===== src/rtl/ppu_pkg.sv =====
// ppu_pkg: register indices, ctrl/mask bit positions and VRAM increment constants shared by the PPU CPU interface
package ppu_pkg;

   typedef enum logic [2:0] {
      PPUCTRL   = 3'd0,
      PPUMASK   = 3'd1,
      PPUSTATUS = 3'd2,
      OAMADDR   = 3'd3,
      OAMDATA   = 3'd4,
      PPUSCROLL = 3'd5,
      PPUADDR   = 3'd6,
      PPUDATA   = 3'd7
   } ppu_reg_e;

   localparam int CTRL_INC32    = 2;
   localparam int CTRL_NMI_EN   = 7;
   localparam int MASK_SHOW_BG  = 3;
   localparam int MASK_SHOW_SPR = 4;

   localparam logic [14:0] VINC_ACROSS  = 15'd1;
   localparam logic [14:0] VINC_DOWN    = 15'd32;
   localparam logic [5:0]  PALETTE_PAGE = 6'h3F;

endpackage


===== src/rtl/ppu_loopy_regs.sv =====
// ppu_loopy_regs: t/v/fine_x scroll state and the shared first/second write toggle
module ppu_loopy_regs
   import ppu_pkg::*;
(
   input  logic        clk,
   input  logic        rst,
   input  logic        wr,
   input  logic        rd_stat,
   input  logic        inc_en,
   input  logic        inc32,
   input  logic [2:0]  address,
   input  logic [7:0]  wdata,
   output logic [14:0] t_addr,
   output logic [14:0] v_addr,
   output logic [2:0]  fine_x
);

   logic [14:0] t_q, t_d, v_q, v_d;
   logic [2:0]  fx_q, fx_d;
   logic        w_q, w_d;

   // scroll/address writes, status-read toggle clear and PPUDATA auto-increment
   always_comb begin
      t_d  = t_q;
      v_d  = v_q;
      fx_d = fx_q;
      w_d  = w_q;
      if (wr) begin
         case (address)
            PPUCTRL: t_d[11:10] = wdata[1:0];
            PPUSCROLL: begin
               if (!w_q) begin
                  fx_d     = wdata[2:0];
                  t_d[4:0] = wdata[7:3];
               end else begin
                  t_d[14:12] = wdata[2:0];
                  t_d[9:5]   = wdata[7:3];
               end
               w_d = ~w_q;
            end
            PPUADDR: begin
               if (!w_q) begin
                  t_d[13:8] = wdata[5:0];
                  t_d[14]   = 1'b0;
               end else begin
                  t_d[7:0] = wdata;
                  v_d      = t_d;
               end
               w_d = ~w_q;
            end
            default: ;
         endcase
      end
      if (rd_stat) w_d = 1'b0;
      if (inc_en) v_d = v_q + (inc32 ? VINC_DOWN : VINC_ACROSS);
   end

   // scroll state registers
   always_ff @(posedge clk or posedge rst) begin
      if (rst) begin
         t_q  <= '0;
         v_q  <= '0;
         fx_q <= '0;
         w_q  <= 1'b0;
      end else begin
         t_q  <= t_d;
         v_q  <= v_d;
         fx_q <= fx_d;
         w_q  <= w_d;
      end
   end

   assign t_addr = t_q;
   assign v_addr = v_q;
   assign fine_x = fx_q;

endmodule


===== src/rtl/ppu_cpu_regs.sv =====
// ppu_cpu_regs: CPU-facing PPU register file; define PPU_PALETTE_READ_BYPASS_EN for unbuffered palette reads
module ppu_cpu_regs
   import ppu_pkg::*;
#(
   parameter int VRAM_AW = 14,
   parameter int OAM_AW  = 8
) (
   input  logic               clk,
   input  logic               rst,
   input  logic [2:0]         address,
   input  logic               cs_n,
   input  logic               rw,
   input  logic [7:0]         wdata,
   output logic [7:0]         rdata,
   input  logic               vblank_set,
   input  logic               vblank_clr,
   input  logic               spr0_hit_set,
   input  logic               spr_ovf_set,
   output logic               nmi,
   output logic [OAM_AW-1:0]  oam_addr,
   output logic [7:0]         oam_wdata,
   output logic               oam_we,
   output logic [VRAM_AW-1:0] vram_addr,
   output logic [7:0]         vram_wdata,
   output logic               vram_we,
   output logic               vram_re,
   input  logic [7:0]         vram_rdata,
   output logic [7:0]         ctrl,
   output logic [7:0]         mask,
   output logic [14:0]        t_addr,
   output logic [14:0]        v_addr,
   output logic [2:0]         fine_x
);

   logic               cs_n_q;
   logic               acc, wr, rd, rd_stat, pd_acc, byp;
   logic [7:0]         rd_val;
   logic [7:0]         ctrl_q, ctrl_d, mask_q, mask_d;
   logic [OAM_AW-1:0]  oam_addr_q, oam_addr_d;
   logic [7:0]         oam_wdata_q, oam_wdata_d;
   logic               oam_we_q, oam_we_d;
   logic [VRAM_AW-1:0] vram_addr_q, vram_addr_d;
   logic [7:0]         vram_wdata_q, vram_wdata_d;
   logic               vram_we_q, vram_we_d, vram_re_q, vram_re_d;
   logic               fill_q, fill_d;
   logic [7:0]         read_buf_q, read_buf_d;
   logic [7:0]         rdata_q, rdata_d;
   logic [7:0]         last_wdata_q, last_wdata_d;
   logic               vblank_q, vblank_d, spr0_q, spr0_d, ovf_q, ovf_d;

   assign acc     = ~cs_n & cs_n_q;
   assign wr      = acc & rw;
   assign rd      = acc & ~rw;
   assign rd_stat = rd && address == PPUSTATUS;
   assign pd_acc  = acc && address == PPUDATA && !(vram_we_q || vram_re_q);

   ppu_loopy_regs u_loopy (
      .clk     (clk),
      .rst     (rst),
      .wr      (wr),
      .rd_stat (rd_stat),
      .inc_en  (pd_acc),
      .inc32   (ctrl_q[CTRL_INC32]),
      .address (address),
      .wdata   (wdata),
      .t_addr  (t_addr),
      .v_addr  (v_addr),
      .fine_x  (fine_x)
   );

`ifdef PPU_PALETTE_READ_BYPASS_EN
   logic pal_q, pal_d;
   // remember whether the outstanding PPUDATA read targets palette space
   always_comb pal_d = vram_re_d ? (v_addr[13:8] == PALETTE_PAGE) : pal_q;
   // palette flag register
   always_ff @(posedge clk or posedge rst) begin
      if (rst) pal_q <= 1'b0;
      else     pal_q <= pal_d;
   end
   assign byp = fill_q & pal_q;
`else
   assign byp = 1'b0;
`endif

   // register decode, strobes, read buffer, status flags and read data
   always_comb begin
      ctrl_d       = (wr && address == PPUCTRL) ? wdata : ctrl_q;
      mask_d       = (wr && address == PPUMASK) ? wdata : mask_q;
      oam_addr_d   = (wr && address == OAMADDR) ? OAM_AW'(wdata) :
                     oam_we_q ? oam_addr_q + OAM_AW'(1) : oam_addr_q;
      oam_we_d     = wr && address == OAMDATA;
      oam_wdata_d  = oam_we_d ? wdata : oam_wdata_q;
      vram_we_d    = pd_acc & rw;
      vram_re_d    = pd_acc & ~rw;
      vram_addr_d  = pd_acc ? v_addr[VRAM_AW-1:0] : vram_addr_q;
      vram_wdata_d = vram_we_d ? wdata : vram_wdata_q;
      fill_d       = vram_re_q;
      read_buf_d   = fill_q ? vram_rdata : read_buf_q;
      last_wdata_d = wr ? wdata : last_wdata_q;
      vblank_d     = ~vblank_clr & ~rd_stat & (vblank_q | vblank_set);
      spr0_d       = ~vblank_clr & (spr0_q | spr0_hit_set);
      ovf_d        = ~vblank_clr & (ovf_q | spr_ovf_set);
      rd_val       = (address == PPUSTATUS) ? {vblank_q, spr0_q, ovf_q, last_wdata_q[4:0]} :
                     (address == OAMDATA)   ? 8'h00 :
                     (address == PPUDATA)   ? (fill_q ? vram_rdata : read_buf_q) : last_wdata_q;
      rdata_d      = (rd && (address != PPUDATA || pd_acc)) ? rd_val : byp ? vram_rdata : rdata_q;
   end

   // all CPU-visible state; reset also abandons any pending buffer fill
   always_ff @(posedge clk or posedge rst) begin
      if (rst) begin
         cs_n_q       <= 1'b1;
         ctrl_q       <= '0;
         mask_q       <= '0;
         oam_addr_q   <= '0;
         oam_we_q     <= 1'b0;
         oam_wdata_q  <= '0;
         vram_addr_q  <= '0;
         vram_wdata_q <= '0;
         vram_we_q    <= 1'b0;
         vram_re_q    <= 1'b0;
         fill_q       <= 1'b0;
         read_buf_q   <= '0;
         last_wdata_q <= '0;
         rdata_q      <= '0;
         vblank_q     <= 1'b0;
         spr0_q       <= 1'b0;
         ovf_q        <= 1'b0;
      end else begin
         cs_n_q       <= cs_n;
         ctrl_q       <= ctrl_d;
         mask_q       <= mask_d;
         oam_addr_q   <= oam_addr_d;
         oam_we_q     <= oam_we_d;
         oam_wdata_q  <= oam_wdata_d;
         vram_addr_q  <= vram_addr_d;
         vram_wdata_q <= vram_wdata_d;
         vram_we_q    <= vram_we_d;
         vram_re_q    <= vram_re_d;
         fill_q       <= fill_d;
         read_buf_q   <= read_buf_d;
         last_wdata_q <= last_wdata_d;
         rdata_q      <= rdata_d;
         vblank_q     <= vblank_d;
         spr0_q       <= spr0_d;
         ovf_q        <= ovf_d;
      end
   end

   assign ctrl       = ctrl_q;
   assign mask       = mask_q;
   assign oam_addr   = oam_addr_q;
   assign oam_we     = oam_we_q;
   assign oam_wdata  = oam_wdata_q;
   assign vram_addr  = vram_addr_q;
   assign vram_wdata = vram_wdata_q;
   assign vram_we    = vram_we_q;
   assign vram_re    = vram_re_q;
   assign rdata      = rdata_q;
   assign nmi        = vblank_q & ctrl_q[CTRL_NMI_EN];

endmodule


===== config.mk =====
export PLATFORM = sky130hd
export DESIGN_NAME = ppu_cpu_regs
export DESIGN_NICKNAME = d
export VERILOG_FILES = /design/src/rtl/ppu_pkg.sv /design/src/rtl/ppu_loopy_regs.sv /design/src/rtl/ppu_cpu_regs.sv
export SDC_FILE = /design/constraint.sdc
export NUM_CORES = 1
export LEC_CHECK = 0
export CAP_MARGIN = 20
export CELL_PAD_IN_SITES_DETAIL_PLACEMENT = 1
export CELL_PAD_IN_SITES_GLOBAL_PLACEMENT = 2
export CORE_AREA = 2 2 131 133
export DETAILED_ROUTE_END_ITERATION = 12
export DIE_AREA = 0 0 133 135
export MAX_ROUTING_LAYER = met4
export PLACE_DENSITY_LB_ADDON = 0.3
export SLEW_MARGIN = 25
export SYNTH_ARGS = -nofsm -noshare
export SYNTH_HDL_FRONTEND = slang
export SYNTH_SLANG_ARGS = --single-unit

===== constraint.sdc =====
create_clock -name clk -period 12.65 [get_ports clk]
set_input_delay 2.53 -clock clk [delete_from_list [all_inputs] [get_ports clk]]
set_output_delay 2.53 -clock clk [all_outputs]
set_load 0.05 [all_outputs]

==> impl_metrics.env <==
export IMPL_critPathLaunchType="input port"
export IMPL_cts_tree="done"
export IMPL_ctsResizeCount=0
export IMPL_synth_nets=552
export IMPL_p_seq_share_pct=34.6
export IMPL_syn_to_final_growth_pct=35.5
export IMPL_cellPowerDensity_nw_per_um2=201
export IMPL_worstHoldStart="last_wdata_q[1]"
export IMPL_antenna_left=0
export IMPL_setup_violations=0
export IMPL_clk_pin_slew_ps=50
export IMPL_cts_hold_buf=0
export IMPL_final_min_clock_period_ps=4870
export IMPL_tightestPinTransition_ps=934
export IMPL_fin_skew_ps=22.9
export IMPL_yosysMostFrequentCell="dfrtp_1"
export IMPL_finalHoldViolCount=0
export IMPL_grtUsageTotal_pct=21.1
export IMPL_num_vias=4577
export IMPL_synth_ff_type="dfrtp_1"
export IMPL_ys_types=60
export IMPL_dp_hpwl_um=11800
export IMPL_drc=0
export IMPL_root_buffer="clkbuf_16"
export IMPL_critPathKind="in2reg"
export IMPL_use_met2_pct=33.0
export IMPL_critPathLaunch="address[0]"
export IMPL_cp_required_ps=12920
export IMPL_clock_sinks=120
export IMPL_fin_crit_sh_pct=38.5
export IMPL_die_w_um=133
export IMPL_floorplan_initialDensity_pct=33.8
export IMPL_finalNetCount=665
export IMPL_synthArstFlopShare_pct=100
export IMPL_gr_usage_met1_pct=24.6
export IMPL_io_buffers=125
export IMPL_use_met3_pct=8.67
export IMPL_overflow=0
export IMPL_crit_chain="clkdlybuf4s50_1 -> and3_4 -> nand2_1 -> nor3_1 -> a211oi_1"
export IMPL_htreeDepth=4
export IMPL_cp_slowest_cell="clkdlybuf4s50_1"
export IMPL_n_antenna_cell=0
export IMPL_die_y_um=135
export IMPL_slew_headroom_pct=37.6
export IMPL_clockPowerShare_pct=31.6
export IMPL_design_core_area_um2=16400
export IMPL_dr_pass1_iters=4
export IMPL_holdCritPathClass="reg2reg"
export IMPL_slew_violations=0
export IMPL_synth_edf_count=0
export IMPL_outcome="complete, no violations"
export IMPL_drive_gt1_share_pct=14.4
export IMPL_grt_most_used_layer="met2"
export IMPL_yosysSeqAreaShare_pct=54.1
export IMPL_grt_max_degree=78
export IMPL_drtIter0Drc=264
export IMPL_yosysWarnings=0
export IMPL_netlist_top_cells_count="119 x dfrtp_1, 97 x nand2_1, 36 x nor2_1"
export IMPL_power_leakage_nw=3.31
export IMPL_cts_buffers_inserted=17
export IMPL_swShare_pct=38.4
export IMPL_fin_tns_setup_ps=0
export IMPL_yosys_top_cells_area="dfrtp_1 54%, mux2_2 7.1%, nand2_1 6.6%"
export IMPL_ir_drop_v=0.000126
export IMPL_clock_latency_ps=430
export IMPL_avgSynthCellArea_um2=10.7
export IMPL_synth_top_area_cell="dfrtp_1"
export IMPL_maxCapViolations=0
export IMPL_worstSetupEndpointType="flip-flop"
export IMPL_grt_first_pass_wirelength_um=28100
export IMPL_rsz0062_at_grt="false"
export IMPL_post_cts_repair_setup_buffers=0
export IMPL_globalplace_congestion=0.822
export IMPL_p_int_w=0.000930
export IMPL_p_switching_w=0.000580
export IMPL_num_rows=47
export IMPL_finalWirelength_um=17300
export IMPL_die_area_um2=18000
export IMPL_syn_area_um2=5550
export IMPL_cts_buffer_depth=2
export IMPL_max_freq_mhz=205
export IMPL_via_per_inst=5.28
export IMPL_p_comb_share_pct=33.8
export IMPL_arrival_ps=5140
export IMPL_stdcell_area_um2=7520
export IMPL_ys_ff_latch=120
export IMPL_grt_antenna_before_repair=0
export IMPL_r2r_start="cs_n_q"
export IMPL_cp_max_fo=25
export IMPL_wl_per_cell_um=20.0
export IMPL_yosys_area_top_type_share_pct=53.7
export IMPL_slowest_delay_ps=940
export IMPL_placed_cell_area_um2=6920
export IMPL_synth_cells=521
export IMPL_ioPinCount=126
export IMPL_grt_pass1_vias=4963
## state kept, by name, summed over array words and instances (netlist names), 3 cells and up
name and count:
ctrl 8, u_loopy.t_addr 15, oam_addr 8, last_wdata_q 8
u_loopy.v_addr 15, read_buf_q 8, oam_wdata 8, mask 8
rdata 8, vram_addr 14, vram_wdata 8, u_loopy.fine_x 3
## critical path, delay by kind of cell
kind,cells,cell delay (ps)
buffers and inverters,1,940
AND/OR/NAND/NOR,3,1490
AO/OA/AOI/OAI,1,170
## cell families (layout without fill, tap and decap cells)
logic type,after synthesis,in the layout,synth area share (%)
simple gates,194,194,16.4
flops,120,120,54.1
xor+xnor,9,9,1.42
mux,51,51,10.7
fa+ha+maj,4,4,0.902
buf+inv,46,172,4.17
compound gates,97,97,12.3
## layout make-up
class / count / area, um^2
Sequential cell: 120 / 3000
Clock inverter: 11 / 124
Tap cell: 220 / 275
Multi-Input combinational cell: 355 / 2320
Timing Repair Buffer: 129 / 1280
Fill cell: 1774 / 8890
Inverter: 11 / 43.8
Clock buffer: 21 / 460
## metal layers
| metal | part of all wire, % | vias up | wire (um) |
|---|---|---|---|
| met1 | 43 | 2333 | 7380 |
| li1 | - | 2075 | - |
| met4 | 1.6 | 0 | 277 |
| met2 | 47 | 146 | 8210 |
| met5 | 0 | - | 0 |
| met3 | 8.5 | 23 | 1480 |
## cells in the final DEF (no fill, tap or decap), types with 3 or more instances in the layout
master,n
clkdlybuf4s50_1,125
dfrtp_1,119
nand2_1,97
nor2_1,36
mux2_2,35
o21ai_0,17
clkbuf_16,17
a31oi_1,16
nand3_1,13
a21oi_1,13
nor3_1,10
inv_1,9
mux2i_1,8
mux2_4,8
a21boi_0,7
clkinvlp_4,6
xor2_1,5
nand4_1,5
o22ai_1,5
a311oi_1,5
and3_1,4
nand3b_1,4
xnor2_1,4
a21o_1,4
o32ai_1,4
ha_1,4
nand2b_1,3
o211ai_1,3
and4_1,3
a211oi_1,3
o41ai_1,3
a2111oi_0,3
buf_4,3
## final timing paths
check,slack [ps],endpoint,depth (start not counted)
max,7780,u_loopy.v_addr[12],5
min,470,last_wdata_q[1],2
max reg2reg,10250,u_loopy.v_addr[12],4
min in group asynchronous,2530,fill_q,2
max in group asynchronous,8990,last_wdata_q[6],3
min reg2reg,470,last_wdata_q[1],2
## through the flow
step	util [%]	total power, W	cells	hold slack, ps	worst slack, ps
floorplan	-	0.000849	521	447	6940
global placement	42.2	0.00103	835	458	7360
detailed placement	42.2	0.00104	835	449	7150
finish	45.8	0.00151	867	473	7780
global route	45.8	0.00158	867	497	7600
CTS	45.8	0.00153	867	479	7600
## power groups by stage
stage | clock, W | combinational (W) | sequential (W)
6_report | 0.000477 | 0.000511 | 0.000522
3_3_place_gp | 0 | 0.000502 | 0.000523
4_1_cts | 0.000488 | 0.000515 | 0.000523
3_5_place_dp | 0 | 0.000511 | 0.000527
5_1_grt | 0.000505 | 0.000538 | 0.000533
2_1_floorplan | 0 | 0.000117 | 0.000731
No activity file was read; power rests on OpenSTA's default activity.
